**src/rtl/lwc_do_serializer.sv**
```systemverilog
// Output stage for the LWC core: buffers 32-bit result words and emits them MSB-first as
// W-bit beats. The final word of a segment is cut to its valid byte count.
module lwc_do_serializer #(
    parameter int unsigned W     = 32,
    parameter int unsigned DEPTH = 4
) (
    input  logic                   clk,
    input  logic                   rst,
    input  logic [31:0]            in_data,
    input  logic                   in_valid,
    output logic                   in_ready,
    input  logic                   in_last,
    input  logic [2:0]             in_bytes,
    output logic [W-1:0]           do_data,
    output logic                   do_valid,
    input  logic                   do_ready,
    output logic                   do_last,
    output logic [$clog2(DEPTH):0] fill
);
    localparam int unsigned AW = $clog2(DEPTH);
    localparam int unsigned R  = 32 / W;
    localparam logic [AW:0] DEPTH_W = (AW + 1)'(DEPTH);

    if (!(W == 8 || W == 16 || W == 32)) begin : g_bad_w
        $error("lwc_do_serializer: W must be 8, 16 or 32");
    end
    if (DEPTH < 2 || (DEPTH & (DEPTH - 1)) != 0) begin : g_bad_depth
        $error("lwc_do_serializer: DEPTH must be a power of two, at least 2");
    end

    logic [31:0]   r_data  [DEPTH];
    logic          r_last  [DEPTH];
    logic [2:0]    r_bytes [DEPTH];
    logic [AW-1:0] r_wr_ptr;
    logic [AW-1:0] r_rd_ptr;
    logic [AW:0]   r_count;
    logic [1:0]    r_k;

    logic          w_push;
    logic          w_beat;
    logic          w_pop;
    logic [2:0]    w_bytes_eff;
    logic          w_head_last;
    logic [2:0]    w_head_bytes;
    int unsigned   w_beats;
    logic [1:0]    w_last_k;
    logic [31:0]   w_masked;
    logic [31:0]   w_shifted;

    assign in_ready = (r_count < DEPTH_W) && !rst;
    assign do_valid = (r_count != '0);
    assign fill     = r_count;

    assign w_push       = in_valid && in_ready;
    assign w_head_last  = r_last[r_rd_ptr];
    assign w_head_bytes = r_bytes[r_rd_ptr];

    // Out-of-range byte counts and non-last words both mean a full word.
    always_comb begin
        w_bytes_eff = 3'd4;
        if (in_last && in_bytes >= 3'd1 && in_bytes <= 3'd4) begin
            w_bytes_eff = in_bytes;
        end
    end

    always_comb begin
        w_beats = R;
        if (w_head_last) begin
            w_beats = (32'(w_head_bytes) * 8 + W - 1) / W;
        end
        w_last_k = 2'(w_beats - 1);
    end

    // Bytes past the valid count are zeroed before the beat is selected.
    always_comb begin
        w_masked = r_data[r_rd_ptr];
        for (int i = 0; i < 4; i++) begin
            if (3'(i) >= w_head_bytes) begin
                w_masked[31 - 8 * i -: 8] = 8'h00;
            end
        end
        w_shifted = w_masked << (32'(r_k) * W);
    end

    assign do_data = do_valid ? w_shifted[31 -: W] : '0;
    assign do_last = do_valid && w_head_last && (r_k == w_last_k);
    assign w_beat  = do_valid && do_ready;
    assign w_pop   = w_beat && (r_k == w_last_k);

    always_ff @(posedge clk or posedge rst) begin
        if (rst) begin
            r_wr_ptr <= '0;
            r_rd_ptr <= '0;
            r_count  <= '0;
            r_k      <= '0;
        end else begin
            if (w_push) begin
                r_wr_ptr <= r_wr_ptr + AW'(1);
            end
            if (w_pop) begin
                r_rd_ptr <= r_rd_ptr + AW'(1);
            end
            if (w_push && !w_pop) begin
                r_count <= r_count + (AW + 1)'(1);
            end else if (!w_push && w_pop) begin
                r_count <= r_count - (AW + 1)'(1);
            end
            if (w_beat) begin
                r_k <= w_pop ? 2'd0 : r_k + 2'd1;
            end
        end
    end

    // Storage needs no reset: an empty FIFO never exposes its contents.
    always_ff @(posedge clk) begin
        if (w_push) begin
            r_data[r_wr_ptr]  <= in_data;
            r_last[r_wr_ptr]  <= in_last;
            r_bytes[r_wr_ptr] <= w_bytes_eff;
        end
    end

endmodule

```
**config.mk**
```make
export PLATFORM = sky130hd
export DESIGN_NAME = lwc_do_serializer
export DESIGN_NICKNAME = d
export VERILOG_FILES = /design/src/rtl/lwc_do_serializer.sv
export SDC_FILE = /design/constraint.sdc
export NUM_CORES = 1
export LEC_CHECK = 0
export CAP_MARGIN = 10
export CORE_ASPECT_RATIO = 0.5
export CORE_MARGIN = 1
export CORE_UTILIZATION = 44
export CTS_CLUSTER_SIZE = 8
export DETAILED_ROUTE_END_ITERATION = 8
export GPL_TIMING_DRIVEN = 0
export PLACE_DENSITY = 0.79
export SETUP_SLACK_MARGIN = 0.4
export SYNTH_ARGS = -nofsm -noshare
export SYNTH_HDL_FRONTEND = slang
export SYNTH_SLANG_ARGS = --single-unit
export TNS_END_PERCENT = 1
```
**constraint.sdc**
```tcl
create_clock -name clk -period 3 [get_ports clk]
set_clock_uncertainty 0.2 [all_clocks]
set_input_delay 0.9 -clock clk [delete_from_list [all_inputs] [get_ports clk]]
set_output_delay 0.9 -clock clk [all_outputs]
set_load 0.005 [all_outputs]
```
Yosys cells after proc, flatten, opt, wreduce, memory -nomap -nowiden
Memories as Yosys holds them, arrays and structs flattened.
Cells that the tools add are included.
W data, S select, Z words.

word-level totals
  bits in registers = 9
  memory bits (writable) = 144
  input bits = 40
  output and inout bits = 38
  memories = 3

memory list
  memory   words  width  rd ports  clocked after Yosys merged registers in  write ports  line  source
  r_data   4      32     1         0                                        1            31    logic [31:0] r_data [DEPTH];
  r_bytes  4      3      1         0                                        1            33    logic [2:0] r_bytes [DEPTH];
  r_last   4      1      1         0                                        1            32    logic r_last [DEPTH];

operators by class
  add/subtract/negate cells = 8
  magnitude comparators = 7
  equal/unequal tests = 1
  shift operators = 1
  mux-type cells = 12
  reductions and logical operators = 15

operators by type and width
  kind                   number
  $mux W32               1
  $mux W8                4
  $shl A32 B7 Y32        1
  $logic_and A1 B1 Y1    10
  $mux W3                3
  $add A6 B6 Y7 const B  1
  $sub A7 B1 Y7 const B  1
  $add A2 B1 Y2 const B  3
  $ge A1 B3 Y1 const A   2
  $ge A2 B3 Y1 const A   2
  $mux W2                2
  $add A3 B1 Y3 const B  1
  $ge A3 B1 Y1 const B   1
  $le A3 B3 Y1 const B   1
  $logic_not A1 Y1       3
  $lt A3 B3 Y1 const B   1
  $reduce_bool A3 Y1     1
  $sub A3 B1 Y3 const B  1
  $eq A2 B2 Y1           1
  $mux W1                2
  $reduce_bool A2 Y1     1
  $sub A2 B1 Y2 const B  1

Logic depth before layout (Yosys ltp)
An unclocked memory read counts as a cell.

  depth in word-level cells = 10
  mapped depth = 15
  gate-level depth less buffers = 13

Worst setup path after synthesis
OpenSTA, ideal clock, no wires.

  kind = reg2reg
  from = reg r_rd_ptr[0]
  to = reg r_count[2] (netlist: fill[2])
  library setup time = 0.079 ns
  arrival = 3.006 ns
  required time = 2.721 ns
  slack = -0.285 ns
  cell stages (with the launch flop) = 15
  clock period less this slack = 3.285 ns
  path through = dfrtp_1 > buf_6 > mux4_2 > nor2_1 > ha_1 > inv_1 > a2111oi_0 > o21a_1 > nor2_1 > ha_1 > inv_1 > fa_1 > xor2_1 > nor2_1 > xor2_1

on the way
  cells in the longest elaborated chain, start to end = 10
  elaborated cells on any way between the ends = 13

ends and longest elaborated chain
  item                                                  line  source
  start: declaration                                    35    logic [AW-1:0] r_rd_ptr;
  start signal: assignment                              101   r_rd_ptr <= r_rd_ptr + AW'(1);
  $mem_v2 Z4 W3                                         --
  $add A6 B6 Y7                                         69    w_beats = (32'(w_head_bytes) * 8 + W - 1) / W;
  $sub A7 B1 Y7                                         69
  $mux W2 *                                             68    if (w_head_last) begin
  $sub A2 B1 Y2 *                                       71    w_last_k = 2'(w_beats - 1);
  $eq A2 B2 Y1 *                                        88    assign w_pop = w_beat && (r_k == w_last_k);
  $logic_and A1 B1 Y1 *                                 88
  $logic_not A1 Y1                                      103   if (w_push && !w_pop) begin
  $logic_and A1 B1 Y1                                   103
  $mux W3 / $reduce_bool A2 Y1 (equally long branches)  --
  end signal: assignment                                104   r_count <= r_count + (AW + 1)'(1);
  end signal: assignment                                106   r_count <= r_count - (AW + 1)'(1);
  end: declaration                                      36    logic [AW:0] r_count;

Every way passes the cells marked *; elsewhere a longest branch is shown, timed or not.
A chain may end at the register's enable or synchronous reset.

Worst setup path after layout
  from = reg r_rd_ptr[0]
  to = out do_last

on the way
  cells in the longest elaborated chain, start to end = 7
  elaborated cells on any way between the ends = 9

ends and longest elaborated chain
  item                   line  source
  $mem_v2 Z4 W3          --
  $add A6 B6 Y7          69
  $sub A7 B1 Y7          69
  $mux W2                68
  $sub A2 B1 Y2          71
  $eq A2 B2 Y1           86    assign do_last = do_valid && w_head_last && (r_k == w_last_k);
  $logic_and A1 B1 Y1 *  86
  end: declaration       17    output logic do_last,

Marks and branches as above.

==> results.tsv <==
stage	metric	value	unit
status	outcome	complete, but fails checks	
status	violations	negative setup slack	
die	die_w	169	µm
synth	yosysWarnings	0	
synth	ys_top_cells_by_area	edfxtp_1, mux4_2, dfrtp_1	
placed_design	globalplace.congestion	0.735	
die	design.core.area	13600	µm²
placed_design	port_buffers	77	
clock_tree	clk_latency	0.41	ns
drt	drt_iter0_markers	235	
global_route	grt_use_total	0.187	
die	start_util	0.451	
placed_design	place_area	7230	µm²
worst_setup_path	path_class	flop to output pin	
global_route	grt_pass1_wl	19.3	mm
die	die_h	85.4	µm
drt	via_count	3402	
drt	drc	0	
die	dieArea	14400	µm²
worst_setup_path	worst-endpoint-required	1.90	ns
power_and_ir_drop	finalPower	7.89	mW
sta	fmax	266	MHz
final_layout	seq_area	4550	µm²
placed_design	place_ws	-0.897	ns
sta	finalCritPeriodShare	1.25	
die	io_pins	78	
global_route	antenna_found_initial	0	
power_and_ir_drop	p_sw	2.38	mW
synth	ys_types	37	
global_route	grt_max_degree	27	
worst_setup_path	critPathMaxFanout	5	
power_and_ir_drop	netSwitchingFraction	0.301	
synth	ys_ff_latch	153	
drt	vias_per_cell	5.36	
placed_design	dp_cells	576	
worst_setup_path	cpLargestDelayFamily	multiplexers	
power_and_ir_drop	irDropWorstVdd	0.000443	V
synth	syn_nets	350	
drt	ant_nets	0	
clock_tree	root_buffer	clkbuf_16	
clock_tree	cts_buffers	17	
power_and_ir_drop	pwr-share-clk	0.253	
clock_tree	cts.clk_slew.worst_paths	0.06	ns
final_layout	final_util	0.598	
worst_setup_path	cpPeakStageDelay	0.54	ns
clock_tree	cts_buffer_depth	2	
sta	finalSetupViolCount	39	
sta	layout_min_cycle_time	3.75	ns
power_and_ir_drop	pwr-share-comb	0.408	
power_and_ir_drop	seq_power_share	0.339	
global_route	overflow	0	
drt	detail_route.wl_per_cell	21.1	µm
placed_design	detailed_place_hpwl	7.55	mm
die	rows	30	
final_layout	n_fill_cell	897	
worst_setup_path	path_buf_inv	4	
power_and_ir_drop	powerDensity	974	nW/µm²
sta	holdWs	0.403	ns
final_layout	layout.cells.non_filler	635	
synth	yosys.area.top_type	edfxtp_1	
worst_setup_path	arrival	2.65	ns
synth	synth_top_area_frac	0.707	
min_path	hp-class	flop to flop	
power_and_ir_drop	internal-power	5.51	mW
synth	syn_area	6110	µm²
sta	maxSlewHeadroom	0.615	
worst_setup_path	critPathCaptureType	output pin	
final_layout	fin_area	8100	µm²
final_layout	multiInputGateArea	1610	µm²
drt	routed_wl	13.4	mm
worst_setup_path	cp-start-kind	flop	
worst_setup_path	cp_slowest_cell	mux4_2	
synth	seq_area_frac_synth	0.744	
synth	synth_cells	303	
sta	hold_violations	0	
final_layout	n_antenna_cell	0	
sta	tns	-17.61	ns
final_layout	finalNetCount	478	
sta	setup_slack	-0.753	ns
sta	drv_slew	0	
global_route	grt_pass1_vias	3516	
clock_tree	cts_max_level	4	
worst_setup_path	crit_chain	buf_8 > mux4_2 > buf_6 > nor2_4 > ha_4 > inv_4 > or3_1 > a21oi_2 > buf_2	
synth	syn_area_per_cell	20.2	µm²
worst_setup_path	reg2reg_slack	-0.73	ns
power_and_ir_drop	power.leakage	2.87	nW
drt	dr.pass1.iters	5	
sta	rsz0062_at_grt	true	
sta	worst_slew_pin_slew	0.572	ns
job	maxCapViolCount	0	
final_layout	areaGrowthSynthToFinish	32.5	%
clock_tree	cts_tree	yes	
final_layout	drive_gt1_frac	0.363	
clock_tree	clock_sinks	153	
[final timing paths]
path	start	endpoint	depth (start not counted)
worst max-delay path	r_rd_ptr[0]	do_last	9
worst min-delay path	fill[0]	fill[0]	1
worst max register to register	r_rd_ptr[0]	fill[1]	14
worst min register to register	fill[0]	fill[0]	1
max in group asynchronous	rst	r_rd_ptr[0]	2
min in group asynchronous	rst	fill[2]	2
[cell usage in the layout, fill, tap and decap left out, drive strengths merged, types with 2 or more instances in the layout]
master,netlist,final
and2,5,5
clkinvlp,0,3
bufinv,0,2
ha,6,6
mux4,36,36
or3,2,2
clkbuf,8,43
inv,8,8
o31a,2,2
and3,28,28
nor2,4,4
clkdlybuf4s50,0,46
nand2,6,6
dfrtp,9,9
o211ai,2,2
buf,5,48
clkinv,0,5
xor2,2,2
nor2b,10,10
a21oi,3,3
xnor2,5,5
edfxtp,144,144
dlygate4sd2,0,5
o21ai,6,6
[metal layers]
metal	track usage	vias up	share of wire
li1	-	1488	-
met1	0.224	1743	0.41
met2	0.328	148	0.52
met3	0.0499	23	0.061
met4	0.0678	0	0.016
met5	0	-	0
[cell usage after synthesis]
cell and number:
nor2_1 4, o211ai_2 1, buf_2 2, or3_1 2, mux4_1 1, xnor2_1 5, and2_0 1, inv_1 8
clkbuf_1 8, nor3b_1 1, o21ai_0 5, o31a_1 2, and2_1 4, o21ai_1 1, a2111oi_0 1, nor2b_1 10
buf_6 1, a2111o_1 1, and4_1 1, fa_1 1, edfxtp_1 144, or2_2 1, o21a_1 1, mux4_2 35
o2bb2ai_1 1, a21oi_1 3, mux2_2 1, and3_1 28, xor2_1 2, buf_1 2, nand3_1 1, nand4_1 1
dfrtp_1 9, o31ai_1 1, nand2_1 6, o211ai_4 1, ha_1 6
[timing repair]
item / 4_1_cts / 5_1_grt
gates resized for setup: 125 / 38
endpoints found under the setup margin: 40 / 42
buffers inserted: 23 / 5
hold endpoints to repair: 0 / 0
hold buffers: 0 / 0
gates cloned: 0 / 0
pin swaps: 9 / 8
[state kept, by name, summed over array words and instances (netlist names)]
register,cells
r_data,128
r_bytes,12
r_last,4
fill,3
r_k,2
r_rd_ptr,2
r_wr_ptr,2
[power by group through the flow]
stage / logic, mW / registers [mW] / clock network (mW)
2_1_floorplan: 1.47 / 2.68 / 0
3_3_place_gp: 2.46 / 2.69 / 0
3_5_place_dp: 2.53 / 2.70 / 0
4_1_cts: 3.04 / 2.66 / 2.00
5_1_grt: 3.43 / 2.69 / 2.09
6_report: 3.22 / 2.67 / 1.99
[layout make-up]
type                       count  area share
inverter                       8     0.00402
timing repair buffer         109       0.124
clock buffer                  21      0.0544
clock inverter                10      0.0128
multi-input combinational    129       0.199
tap                          192      0.0297
sequential                   153       0.562
buffer                        13      0.0148
[cells by family after synthesis]
| group | synth area share |
|---|---|
| DFF | 0.744 |
| and+or+nand+nor | 0.0577 |
| muxes | 0.135 |
| buffers and inverters | 0.0145 |
| AOI/OAI and AO/OA | 0.0229 |
| xor gates and xnor gates | 0.0100 |
| adders and majority gates | 0.0156 |
Power figures use the tool's default switching activity.
